<file path="src/rtl/fetch_prefetch.sv">
// Instruction fetch stage: owns the fetch PC, reads instruction memory and buffers words for decode.
// Latency: with a zero-wait memory the first valid_d comes 2 cycles after reset release or a redirect.
// Backpressure: stall_d holds the head entry. Requests stop while the FIFO has no room for another word.
//
// Ports:
//   clk, reset                 rising-edge clock; asynchronous active-high reset
//   imem_req/addr/ack/rdata    single-outstanding read port; req and addr are held until ack
//   stall_d                    decode cannot take the head entry this cycle
//   redirect/redirect_pc       taken branch or PC write; redirect_pc[1:0] are forced to zero
//   valid_d/instr_d/pc_d       head-of-FIFO entry, driven combinationally
//   pcplus8_d                  pc_d + 8 (R15 read value)
module fetch_prefetch #(
  parameter logic [31:0] RESET_PC = 32'h0000_0000,
  parameter int unsigned DEPTH    = 2
) (
  input  logic        clk,
  input  logic        reset,
  output logic        imem_req,
  output logic [31:0] imem_addr,
  input  logic        imem_ack,
  input  logic [31:0] imem_rdata,
  input  logic        stall_d,
  input  logic        redirect,
  input  logic [31:0] redirect_pc,
  output logic        valid_d,
  output logic [31:0] instr_d,
  output logic [31:0] pc_d,
  output logic [31:0] pcplus8_d
);

  localparam int unsigned PW = $clog2(DEPTH);
  localparam int unsigned CW = PW + 1;
  localparam logic [CW-1:0] DEPTH_C = CW'(DEPTH);

  typedef enum logic [1:0] {S_IDLE, S_REQ, S_DROP} state_t;

  typedef struct packed {
    logic [31:0] instr;
    logic [31:0] pc;
  } entry_t;

  state_t        state_q, state_d;
  logic [31:0]   pc_f_q, pc_f_d;
  logic [31:0]   addr_q, addr_d;
  logic          req_q, req_d;
  logic [PW-1:0] rd_ptr_q, rd_ptr_d;
  logic [PW-1:0] wr_ptr_q, wr_ptr_d;
  logic [CW-1:0] count_q, count_d;
  entry_t        mem_q [DEPTH];
  entry_t        mem_d [DEPTH];

  logic          ack;
  logic          pop;
  logic          push;
  logic [31:0]   target_pc;
  logic [CW-1:0] count_after_pop;
  entry_t        head;

  // Memory ack only means something while a request is actually out.
  assign ack       = imem_ack & req_q;
  assign target_pc = redirect_pc & 32'hFFFF_FFFC;
  // A redirect invalidates the head, so it can never be consumed that cycle.
  assign pop       = valid_d & ~stall_d & ~redirect;
  assign count_after_pop = count_q - CW'(pop);

  always_comb begin
    state_d = state_q;
    pc_f_d  = pc_f_q;
    addr_d  = addr_q;
    push    = 1'b0;
    unique case (state_q)
      S_IDLE: begin
        if (redirect) begin
          pc_f_d  = target_pc;
          addr_d  = target_pc;
          state_d = S_REQ;
        end else if (count_after_pop < DEPTH_C) begin
          addr_d  = pc_f_q;
          state_d = S_REQ;
        end
      end
      S_REQ: begin
        if (redirect) begin
          pc_f_d = target_pc;
          if (ack) begin
            // The returning word belongs to the old path: discard it and start the new path at once.
            addr_d = target_pc;
          end else begin
            // The in-flight request cannot be withdrawn, so its response must be discarded first.
            state_d = S_DROP;
          end
        end else if (ack) begin
          push   = 1'b1;
          pc_f_d = addr_q + 32'd4;
          if (count_after_pop + CW'(1) < DEPTH_C) begin
            addr_d = addr_q + 32'd4;
          end else begin
            state_d = S_IDLE;
          end
        end
      end
      S_DROP: begin
        if (redirect) begin
          pc_f_d = target_pc;
        end
        if (ack) begin
          addr_d  = redirect ? target_pc : pc_f_q;
          state_d = S_REQ;
        end
      end
      default: state_d = S_IDLE;
    endcase
    req_d = (state_d != S_IDLE);
  end

  // The FIFO pointers wrap for free because DEPTH is a power of two.
  always_comb begin
    mem_d    = mem_q;
    rd_ptr_d = rd_ptr_q;
    wr_ptr_d = wr_ptr_q;
    count_d  = count_q;
    if (redirect) begin
      wr_ptr_d = rd_ptr_q;
      count_d  = '0;
    end else begin
      if (push) begin
        mem_d[wr_ptr_q] = '{instr: imem_rdata, pc: addr_q};
        wr_ptr_d        = wr_ptr_q + PW'(1);
      end
      if (pop) begin
        rd_ptr_d = rd_ptr_q + PW'(1);
      end
      count_d = count_q + CW'(push) - CW'(pop);
    end
  end

  always_ff @(posedge clk or posedge reset) begin
    if (reset) begin
      state_q  <= S_IDLE;
      pc_f_q   <= RESET_PC;
      addr_q   <= '0;
      req_q    <= 1'b0;
      rd_ptr_q <= '0;
      wr_ptr_q <= '0;
      count_q  <= '0;
      for (int i = 0; i < int'(DEPTH); i++) begin
        mem_q[i] <= '0;
      end
    end else begin
      state_q  <= state_d;
      pc_f_q   <= pc_f_d;
      addr_q   <= addr_d;
      req_q    <= req_d;
      rd_ptr_q <= rd_ptr_d;
      wr_ptr_q <= wr_ptr_d;
      count_q  <= count_d;
      mem_q    <= mem_d;
    end
  end

  assign head      = mem_q[rd_ptr_q];
  assign imem_req  = req_q;
  assign imem_addr = addr_q;
  assign valid_d   = (count_q != '0);
  assign instr_d   = head.instr;
  assign pc_d      = head.pc;
  assign pcplus8_d = head.pc + 32'd8;

endmodule

</file>
<file path="config.mk">
export PLATFORM = sky130hd
export DESIGN_NAME = fetch_prefetch
export DESIGN_NICKNAME = d
export VERILOG_FILES = /design/src/rtl/fetch_prefetch.sv
export SDC_FILE = /design/constraint.sdc
export NUM_CORES = 1
export LEC_CHECK = 0
export ABC_AREA = 1
export ABC_CLOCK_PERIOD_IN_PS = 7270
export BUFFER_PORTS_ARGS = -buffer_cell sky130_fd_sc_hd__clkbuf_2
export CAP_MARGIN = 20
export CELL_PAD_IN_SITES_DETAIL_PLACEMENT = 0
export CELL_PAD_IN_SITES_GLOBAL_PLACEMENT = 1
export CORE_ASPECT_RATIO = 1.4
export CORE_MARGIN = 3
export CORE_UTILIZATION = 40
export CTS_CLUSTER_SIZE = 30
export DETAILED_ROUTE_END_ITERATION = 16
export HOLD_SLACK_MARGIN = 0.15
export PLACE_DENSITY = 0.82
export SLEW_MARGIN = 20
export SYNTH_ARGS = -nofsm -noshare
export SYNTH_HDL_FRONTEND = slang
export SYNTH_SLANG_ARGS = --single-unit
</file>
<file path="constraint.sdc">
create_clock -name clk -period 7.27 [get_ports clk]
set_input_delay 0.3635 -clock clk [delete_from_list [all_inputs] [get_ports clk]]
set_output_delay 0.3635 -clock clk [all_outputs]
set_load 0.03 [all_outputs]
</file>
# Word-level counts from Yosys, hierarchy flattened
# Cells that the tools add are included.
# totals
reg_bits	199
output_inout_bits	130
elab_cells	82
# classes
n_addsub	8
magnitude_cmp	5
eq_ne	7
muxes	32
n_bitwise	7
reduce_logical	12
# ops
op	count
two-way mux 32 bit	10
two-way mux 64 bit	4
bitwise mux 128 bit	1
case mux 32 bit (3 select lines)	1
demux 64 bit (select 1 bit)	1
case mux 32 bit (2 select lines)	1
adder 32 x 3 -> 32 bit, second input constant	1
adder 32 x 4 -> 32 bit, second input constant	1
two-way mux 2 bit	8
inequality test 3 bit, second input constant	3
nonzero test 2 bit	4
case mux 2 bit (3 select lines)	1
AND reduction 2 bit	3
two-way mux 1 bit	5
AND reduction 5 bit	1
>= comparator 2 bit, second input constant	2
< comparator 2 bit, second input constant	2
inequality test 2 bit, second input constant	2
inverter 1 -> 2 bit	2
subtractor 2 x 1 -> 2 bit	2
AND 1 bit	3
nonzero test 3 bit	1
adder 1 bit, second input constant	2
adder 2 x 1 -> 2 bit	1
8 further kinds	9

# Logic depth before layout (Yosys ltp)
# Gate-level depths: netlist of the first run.
# depth
ltp_word	11
mapped_depth	13
ltp_nobuf	12

# Least setup slack after synthesis of the first run
# OpenSTA, ideal clock, no wires.
# synth_path
path_type	register -> output
start	register rd_ptr_q
end	output pcplus8_d[25]
arrival_time_ns	2.447
required_time_ns	6.906
slack_ns	4.459
stages_incl_launch_ff	11
path_cell_list	dfrtp_1 -> buf_4 -> o21ai_2 -> inv_2 -> ha_1 -> nand2_1 -> nor2_4 -> nand3_1 -> inv_1 -> nand3_1 -> xor2_1
# synth_between
elab_chain_cells	5
# synth_rtl
item	line_no	rtl
start, declared	46	logic [PW-1:0] rd_ptr_q, rd_ptr_d;
start signal, assigned	154	rd_ptr_q <= rd_ptr_d;
inverter 1 -> 2 bit (not written as such)	161	assign head = mem_q[rd_ptr_q];
two-way mux 64 bit (not written as such) (3 in a row)	161	
net pc_d[3]	27	output logic [31:0] pc_d,
adder 32 x 4 -> 32 bit	167	assign pcplus8_d = head.pc + 32'd8;
end, declared	28	output logic [31:0] pcplus8_d
# The timed path passes the listed nets, and every way through them passes these cells. The select of a mux whose other input is x is not followed.

# Worst setup path after layout of the first run
# layout_path
start	register rd_ptr_q
end	output pcplus8_d[13]
# layout_between
elab_chain_cells	5
# layout_rtl
item	line_no
inverter 1 -> 2 bit (not written as such)	161
two-way mux 64 bit (not written as such) (3 in a row)	161
adder 32 x 4 -> 32 bit	167
# Every way passes these cells. The select of a mux whose other input is x is not followed.

==> results of run 1 <==
-- layout make-up --
class / instances / area, µm² / share of cell area
clock inverter: 12 / 160.2 / 0.01210
multi-input combinational: 1206 / 5376 / 0.4061
tap: 370 / 462.9 / 0.03497
timing repair buffer: 215 / 1146 / 0.08657
sequential: 199 / 4981 / 0.3762
inverter: 170 / 645.6 / 0.04877
clock buffer: 20 / 466.7 / 0.03525
-- placed cells by master, fill, tap and decap left out, types with 2 or more instances in the layout --
cell	Yosys	layout
clkinv_8	0	2
nand3b_1	2	2
nand2_1	670	669
xnor2_1	8	8
inv_8	0	2
a21oi_1	16	16
clkbuf_16	0	17
buf_4	6	10
inv_1	156	155
nor2_1	133	133
inv_2	13	13
bufinv_16	0	2
inv_6	0	4
o21ai_0	73	73
nor2_2	7	7
nand3_1	96	95
nand2_2	5	5
o21ai_1	130	130
nor2_4	3	3
nor2b_1	2	2
dfrtp_1	199	198
o21ai_4	5	5
clkbuf_2	0	196
nor3_1	3	3
or2_2	2	2
ha_1	5	5
xor2_1	24	24
dlygate4sd3_1	0	9
o21a_1	3	3
clkbuf_8	0	3
o21ai_2	7	7
nand4_1	3	3
o211ai_1	4	4
-- cells in the mapped netlist (all sizes together) --
cell,n
nand3,96
nand4,3
ha,5
inv,169
xor2,24
dfrtp,199
nand2,675
nor2,143
o22ai,1
clkbuf,11
xnor2,8
nand3b,2
o21a,3
and2,1
clkinv,1
buf,68
or2,3
o21ai,215
nor2b,2
o211ai,4
nor3,5
a21oi,16
-- power breakdown --
part	total (mW)	internal [mW]	switching, mW	leakage (nW)
logic	3.75	1.02	2.72	4.18
registers	1.98	1.62	0.364	2.52
clock network	0.996	0.548	0.448	0.305
-- stage by stage --
step / cell area [µm²] / util / setup WS, ns
after floorplan: 11380 / - / 1.481
after global placement: 12520 / 0.4498 / 3.610
after detailed placement: 12520 / 0.4498 / 3.602
after CTS: 13240 / 0.4756 / 3.489
after global routing: 13240 / 0.4756 / 3.263
final: 13240 / 0.4756 / 3.569
-- registers in the layout, summed over array words and instances (netlist names) --
name and count:
imem_req 1, state_q 2, wr_ptr_q 1, mem_q 128, pc_f_q 32, count_q 2
imem_addr 32, rd_ptr_q 1
-- worst max path at each step --
stage | start | end | slack, ns | depth (start not counted)
after floorplan | reset | count_q[0] | 1.48 | 1
after detailed placement | redirect | imem_addr[10] | 3.60 | 11
after CTS | rd_ptr_q | pcplus8_d[29] | 3.49 | 11
after global placement | redirect | imem_addr[13] | 3.61 | 11
after global routing | rd_ptr_q | pcplus8_d[29] | 3.26 | 11
final | rd_ptr_q | pcplus8_d[13] | 3.57 | 10
-- repair_timing --
action                     in CTS  in global routing
hold endpoints to repair       12                  0
setup endpoints to repair       0                  0
hold buffers                    9                  0
-- logic make-up (layout without fill, tap and decap cells) --
group                    after synthesis  after routing  share of synthesized area
XOR/XNOR                              32             32                    0.02464
flip-flops                           199            199                     0.4377
adder cells (fa/ha/maj)                5              5                   0.005499
AND/OR/NAND/NOR                      930            930                     0.3267
buffers and inverters                249            417                    0.09140
AO/OA/AOI/OAI                        239            239                     0.1141
-- layer usage --
metal	part of all wire	global-route usage
met5	0	0
met4	0.017	0.05711
met3	0.040	0.02886
met2	0.50	0.3762
met1	0.44	0.2871
==> results_dict.tcl, run 1 <==
set metrics [dict create \
    p_leak_nw 7.005 \
    slew_viol_final 0 \
    status "finished, final reports clean" \
    io_buffers 196 \
    tightest_slew_ns 0.9727 \
    antenna_found_initial 0 \
    post-route-period-util 0.5091 \
    ys_seq_area_frac 0.4377 \
    max_freq_mhz 270.2 \
    dr.first_iter.drc_count 629 \
    slowest_stage "buf_4" \
    antenna_cells 0 \
    crit_chain "buf_4, o21ai_0, inv_1, ha_1, nand2_1, nor2_4, nand3_1, nor2_2, xor2_1, clkbuf_2" \
    hpwl_um 22930 \
    finalNetCount 1883 \
    setup_tns_ns 0 \
    synth_top_cell_area_share 0.4377 \
    nFillCells 2908 \
    ctsRootBufferMaster "clkbuf_16" \
    hold_class "in -> async" \
    rr_startpoint "state_q[0]" \
    vdd_drop_max_mv 0.2529 \
    ant_nets 0 \
    period_minus_slack_ns 3.701 \
    fin_skew_ns 0.01089 \
    cts_sinks 199 \
    cts_made_buffers 17 \
    synth_seq_cells 199 \
    required_ns 6.91 \
    overflow 0 \
    via_count 10660 \
    drive_gt1_frac 0.1570 \
    start_util 0.4087 \
    drt_wl_total_um 32920 \
    reg2regPathDepth 9 \
    cts_max_path_buffers 2 \
    ctsHtreeMaxLevel 4 \
    die_area_um2 30530 \
    maxSlewHeadroom 0.3515 \
    synthCells 1654 \
    whs_ns 0.1104 \
    reg2reg_slack_ns 3.93 \
    via_per_inst 4.864 \
    rsz0062_at_grt "no" \
    cts.repair.resized 0 \
    worstSetupEndpointType "primary output" \
    core_area_um2 27840 \
    arrival_ns 3.34 \
    layout.cells.non_filler 2192 \
    grt_pass1_vias 9904 \
    insertion_delay_ns 0.44 \
    crit_type "reg -> out" \
    design.portCount 199 \
    totalPowerFinal_mw 6.728 \
    power.density_nw_per_um2 508.2 \
    wl_per_cell_um 15.02 \
    first_pass_iters 5 \
    core.rowCount 72 \
    timing.rr.end "mem_q[91]" \
    worstSetupStartpointType "flop" \
    synth.area.top_cells "dfrtp_1 44%, nand2_1 22%, o21ai_1 5.7%" \
    routabilityCongestion 0.8840 \
    grt_first_pass_wirelength_um 53030 \
    clkTransAtPathRegs_ns 0.08 \
    cp_top_family "buffers and inverters" \
    drc_errors 0 \
    synth.cell_area_um2 11380 \
    drv_cap 0 \
    die_w_um 148.5 \
    die_h_um 205.5 \
    synth_top_area_cell "dfrtp_1" \
    finalHoldViolCount 0 \
    cpPeakStageDelay_ns 0.61 \
    syn2layout_area_growth_pct 16.38 \
    path_buf_inv 3 \
    grt.total_usage 0.2173 \
    synth.distinct_cells 35 \
    avgSynthCellArea_um2 6.878 \
    tritoncts "done" \
    dp.cells 2151 \
    cp_max_fo 65 \
    post_cts_buffers 0 \
    setup-violations-final 0 \
    grt_max_degree 127 \
    yosys_warnings 0 \
    synth_fp_nets 1728 \
]
(Power assumes the default switching activity.)
==> inputs of run 2 (changes only) <==
Settings changed: ABC_CLOCK_PERIOD_IN_PS 7270 to 3000, CORE_UTILIZATION 40 to 36, PLACE_DENSITY 0.82 to 0.78.
Clock period 7.27 ns to 3 ns, I/O delays scaled along.
==> run 2 against run 1 <==
Effect of this change:
- power grew 140%
- combinational power grew 150%
- count of clock-buffer cells in the layout grew 1
- sequential power grew 140%
- critical path type unchanged
- largest power group unchanged
- highest routed layer unchanged
==> results_dict.tcl, run 2 (same netlist as run 1, synthesis figures left out) <==
set metrics [dict create \
    tritoncts "done" \
    via_count 10980 \
    finalHoldViolCount 0 \
    core.rowCount 76 \
    ctsHtreeMaxLevel 4 \
    start_util 0.3670 \
    worstSetupEndpointType "primary output" \
    layout_commonest_cell "nand2_1" \
    crit_type "reg -> out" \
    setup-violations-final 0 \
    maxSlewHeadroom 0.4883 \
    dr.first_iter.drc_count 628 \
    cpPeakStageDelay_ns 0.48 \
    finish.utilization 0.4466 \
    ant_nets 0 \
    cp_max_fo 31 \
    reg2reg_slack_ns 0.68 \
    post-route-period-util 0.9313 \
    hold_depth 5 \
    fin_skew_ns 0.01565 \
    core_area_um2 31000 \
    drive_gt1_frac 0.1580 \
    hpwl_um 24620 \
    tightest_slew_ns 0.7675 \
    post_cts_buffers 0 \
    period_minus_slack_ns 2.794 \
    drt_wl_total_um 34730 \
    crit_chain "inv_2, buf_12, nand2_1, o21ai_2, nand2_1, clkinv_1, nand2_1, nor2_1, nand3_1, xnor2_1, clkbuf_2" \
    grt.total_usage 0.2083 \
    die_h_um 216.3 \
    final_cell_mix "669 x nand2_1, 198 x dfrtp_1, 196 x clkbuf_2" \
    setup_tns_ns 0 \
    ctsRootBufferMaster "clkbuf_16" \
    max_freq_mhz 357.9 \
    largest_reg_flops 128 \
    arrival_ns 2.64 \
    slowest_stage "dfrtp_2" \
    grt_first_pass_wirelength_um 56010 \
    die_area_um2 33800 \
    via_per_inst 4.826 \
    cts_sinks 199 \
    worstSetupStartpointType "flop" \
    overflow 0 \
    syn2layout_area_growth_pct 21.71 \
    grt_pass1_vias 10600 \
    vdd_drop_max_mv 0.4652 \
    p_leak_nw 7.252 \
    io_buffers 196 \
    rsz0062_at_grt "no" \
    path_buf_inv 4 \
    die_w_um 156.2 \
    grt_max_degree 127 \
    clkTransAtPathRegs_ns 0.08 \
    drv_cap 0 \
    antenna_cells 0 \
    drc_errors 0 \
    routabilityCongestion 0.8981 \
    cp_top_family "simple AND/OR/NAND/NOR gates" \
    status "finished, final reports clean" \
    rr_startpoint "state_q[1]" \
    required_ns 2.85 \
    antenna_found_initial 0 \
    cts_max_path_buffers 2 \
    wl_per_cell_um 15.26 \
    insertion_delay_ns 0.46 \
    hold_class "in -> reg" \
    regMostFlops "mem_q" \
    slew_viol_final 0 \
    hp-start "redirect_pc[8]" \
    whs_endpoint "pc_f_q[8]" \
    design.portCount 199 \
    power.density_nw_per_um2 1181 \
    reg2regPathDepth 8 \
    timing.rr.end "pc_f_q[6]" \
    first_pass_iters 5 \
    cts_made_buffers 17 \
    totalPowerFinal_mw 16.35 \
    finalNetCount 1947 \
    cpMostUsedCell "nand2_1" \
]
run 2: final cells by class:
| class | count | area [µm²] |
|---|---|---|
| multi-input combinational | 1206 | 5386 |
| tap | 390 | 488.0 |
| sequential | 199 | 4981 |
| timing repair buffer | 279 | 1817 |
| inverter | 170 | 641.9 |
| clock buffer | 21 | 440.4 |
| clock inverter | 11 | 91.34 |
| fill | 3242 | 17150 |
run 2: power by group:
part / total, mW / switching (mW) / internal [mW]
Combinational: 9.35 / 6.70 / 2.65
Sequential: 4.83 / 0.911 / 3.92
Clock: 2.17 / 1.09 / 1.08
Total: 16.4 / 8.70 / 7.65
run 2: worst max-delay path by stage:
| stage | start | end | cells after the start |
|---|---|---|---|
| 6_report | rd_ptr_q | pcplus8_d[21] | 11 |
| 5_1_grt | rd_ptr_q | pcplus8_d[21] | 8 |
| 4_1_cts | rd_ptr_q | pcplus8_d[21] | 11 |
| 3_5_place_dp | rd_ptr_q | pcplus8_d[16] | 11 |
| 3_3_place_gp | rd_ptr_q | pcplus8_d[16] | 11 |
| 2_1_floorplan | reset | count_q[0] | 1 |
run 2: worst reg2reg max path, cell delays in order, from the launching register on:
cell,delay [ns]
dfrtp_1,0.46
nor2_4,0.14
buf_4,0.53
o21ai_1,0.21
nand2_1,0.14
buf_4,0.35
o21ai_0,0.15
a21oi_1,0.14
a21oi_1,0.06
run 2: routing by layer:
metal	GRT usage	up-vias	wire length (µm)
met1	0.2642	5065	14930
met5	0	-	0
met3	0.03236	48	1610
met4	0.07066	0	939
met2	0.3607	290	17250
li1	-	5581	-
run 2: per-stage QoR:
stage | setup slack [ns] | cell area [µm²] | instances | hold slack (ns)
2_1_floorplan | 0.2757 | 11380 | 1654 | 0.2983
3_3_place_gp | 0.5208 | 12690 | 2184 | 0.3115
3_5_place_dp | 0.4804 | 12690 | 2184 | 0.3207
4_1_cts | 0.06472 | 13830 | 2276 | 0.1515
5_1_grt | 0.01953 | 13850 | 2276 | 0.2184
6_report | 0.2060 | 13850 | 2276 | 0.1852
run 2: what timing repair did:
item	4_1_cts	5_1_grt
endpoints found under the setup margin	2	10
hold buffers	60	0
resized for setup	1	7
pin swaps	0	1
endpoints found under the hold margin	311	0
cloned	0	0
==> inputs of run 3 (changes only) <==
Settings changed: ABC_CLOCK_PERIOD_IN_PS 3000 to 2500, CORE_MARGIN 3 to 2.
Clock period 3 ns to 2.5 ns, I/O delays scaled along.
==> run 3 against run 2 <==
Effect of this change:
- the run now ends with negative setup slack left
- count of clock-buffer cells in the layout down 3
- worst hold slack better by 0.0036 ns
- clock power up 37%
- worst setup slack worse by 0.30 ns
- sequential cell count unchanged
- die area shrank 2.2%
- sequential power increased by 20%
- wire length grew 2.3%
- first-iteration DRC count is 31% higher
- non-clock buffer count rose by 57
- critical path type unchanged
- critical endpoint is now pcplus8_d[27]
==> results_dict.tcl, run 3 (same netlist as run 1, synthesis figures left out) <==
set metrics [dict create \
    finalNetCount 2004 \
    via_per_inst 4.855 \
    ctsHtreeMaxLevel 4 \
    timing.rr.end "pc_f_q[14]" \
    start_util 0.3633 \
    hpwl_um 24740 \
    overflow 0 \
    violations "negative setup slack" \
    antenna_cells 0 \
    wl_per_cell_um 15.19 \
    reg2reg_slack_ns 0.31 \
    clkTransAtPathRegs_ns 0.08 \
    power.switching_mw 11.14 \
    fin_skew_ns 0.01052 \
    max_freq_mhz 386.1 \
    setup.worst_path.end "pcplus8_d[27]" \
    regMostFlops "mem_q" \
    tritoncts "done" \
    design.portCount 199 \
    required_ns 2.38 \
    die_h_um 214.3 \
    grt_first_pass_wirelength_um 56680 \
    via_count 11350 \
    crit_start "rd_ptr_q" \
    combPwrFrac 0.599 \
    cpMostUsedCell "nor2_4" \
    io_buffers 196 \
    cts_max_path_buffers 2 \
    die_area_um2 33060 \
    antenna_found_initial 0 \
    finalWorstSetupSlack_ns -0.09017 \
    layout.cells.non_filler 2338 \
    slowest_stage "dfrtp_2" \
    core_area_um2 31310 \
    cp_max_fo 8 \
    hold_class "in -> reg" \
    vdd_drop_max_mv 0.6117 \
    finish.utilization 0.4836 \
    core.rowCount 77 \
    worstSetupStartpointType "flop" \
    p_int_mw 10.76 \
    pwr-share-clk 0.136 \
    cts_made_buffers 17 \
    grt_pass1_vias 10720 \
    drive_gt1_frac 0.2229 \
    final_cell_mix "643 x nand2_1, 198 x dfrtp_1, 168 x clkbuf_2" \
    insertion_delay_ns 0.45 \
    multi_input_area_um2 5803 \
    totalPowerFinal_mw 21.90 \
    crit_chain "clkinv_4, buf_16, o21ai_4, inv_2, nor2_4, nand2_4, nor2_4, nand3_2, xor2_1, buf_4" \
    tightest_slew_ns 0.6235 \
    largest_reg_flops 128 \
    ctsRootBufferMaster "clkbuf_16" \
    period_minus_slack_ns 2.590 \
    seqCellArea_um2 4981 \
    dp_slack_ns 0.1803 \
    finalHoldViolCount 0 \
    p_sw_frac 0.5089 \
    dr.first_iter.drc_count 822 \
    drv_cap 0 \
    layout_commonest_cell "nand2_1" \
    status "complete, but fails checks" \
    syn2layout_area_growth_pct 33.10 \
    rsz0062_at_grt "yes" \
    arrival_ns 2.47 \
    post-route-period-util 1.036 \
    maxSlewHeadroom 0.5834 \
    rr_startpoint "imem_addr[2]" \
    reg2regPathDepth 10 \
    dp.cells 2192 \
    ant_nets 0 \
    whs_ns 0.1888 \
    first_pass_iters 6 \
    die_w_um 154.2 \
    power.density_nw_per_um2 1446 \
    grt_max_degree 72 \
    p_leak_nw 7.822 \
    p_seq_frac 0.266 \
    cpPeakStageDelay_ns 0.48 \
    routabilityCongestion 0.8805 \
    drc_errors 0 \
    cts_sinks 199 \
    drt_wl_total_um 35520 \
    worstSetupEndpointType "primary output" \
    crit_type "reg -> out" \
    grt.total_usage 0.2155 \
    nFillCells 3124 \
    slew_viol_final 0 \
    setup-violations-final 17 \
]
-- run 3: repair_timing --
item	CTS	global route
hold buffers	61	0
cloned	3	0
setup buffers	35	15
endpoints found under the setup margin	24	28
pin swaps	31	35
gates resized for setup	116	81
hold endpoints to repair	134	0
-- run 3: worst min-delay path by stage --
stage	start	to	slack [ns]	cells past startpoint
finish	redirect_pc[4]	pc_f_q[4]	0.19	5
global route	imem_ack	state_q[1]	0.21	4
CTS	redirect_pc[7]	pc_f_q[7]	0.17	5
detailed placement	reset	pc_f_q[0]	0.23	2
global placement	reset	pc_f_q[0]	0.23	2
floorplan	imem_rdata[28]	mem_q[124]	0.27	2
-- run 3: area by class of cell --
class,count,share of cell area
sequential,199,0.3290
inverter,170,0.04272
timing repair buffer,336,0.1697
clock buffer,18,0.02901
tap,395,0.03264
clock inverter,14,0.01364
multi-input combinational,1206,0.3833
-- run 3: through the flow --
stage	instance area (µm²)	TNS, ns
floorplan	11390	-39.67
global placement	12810	0
detailed placement	12810	0
CTS	14830	-0.6873
global route	15140	-3.681
finish	15140	-0.8142
-- run 3: routing by layer --
metal  share of wire  up-vias  GRT usage  wire length (µm)
met5               0        -          0                 0
met4           0.021        0    0.07352               746
met3           0.043       43    0.02890              1516
met2            0.50      298     0.3780             17920
met1            0.43     5319     0.2721             15340
li1                -     5691          -                 -
-- run 3: worst max-delay path, delay by kind of cell, from the launching register on --
kind                      cells  cell delay (ns)
DFF                           1             0.48
and+or+nand+nor               4             0.53
xor gates and xnor gates      1             0.16
AOI/OAI and AO/OA             1             0.24
buffers and inverters         4             0.61
-- run 3: power groups by stage --
stage / clock [mW] / combinational, mW / sequential [mW]
finish: 2.97 / 13.1 / 5.82
floorplan: 0 / 7.72 / 6.01
detailed placement: 0 / 11.3 / 5.86
global route: 3.16 / 14.3 / 6.01
global placement: 0 / 11.1 / 5.82
CTS: 3.05 / 12.6 / 5.81
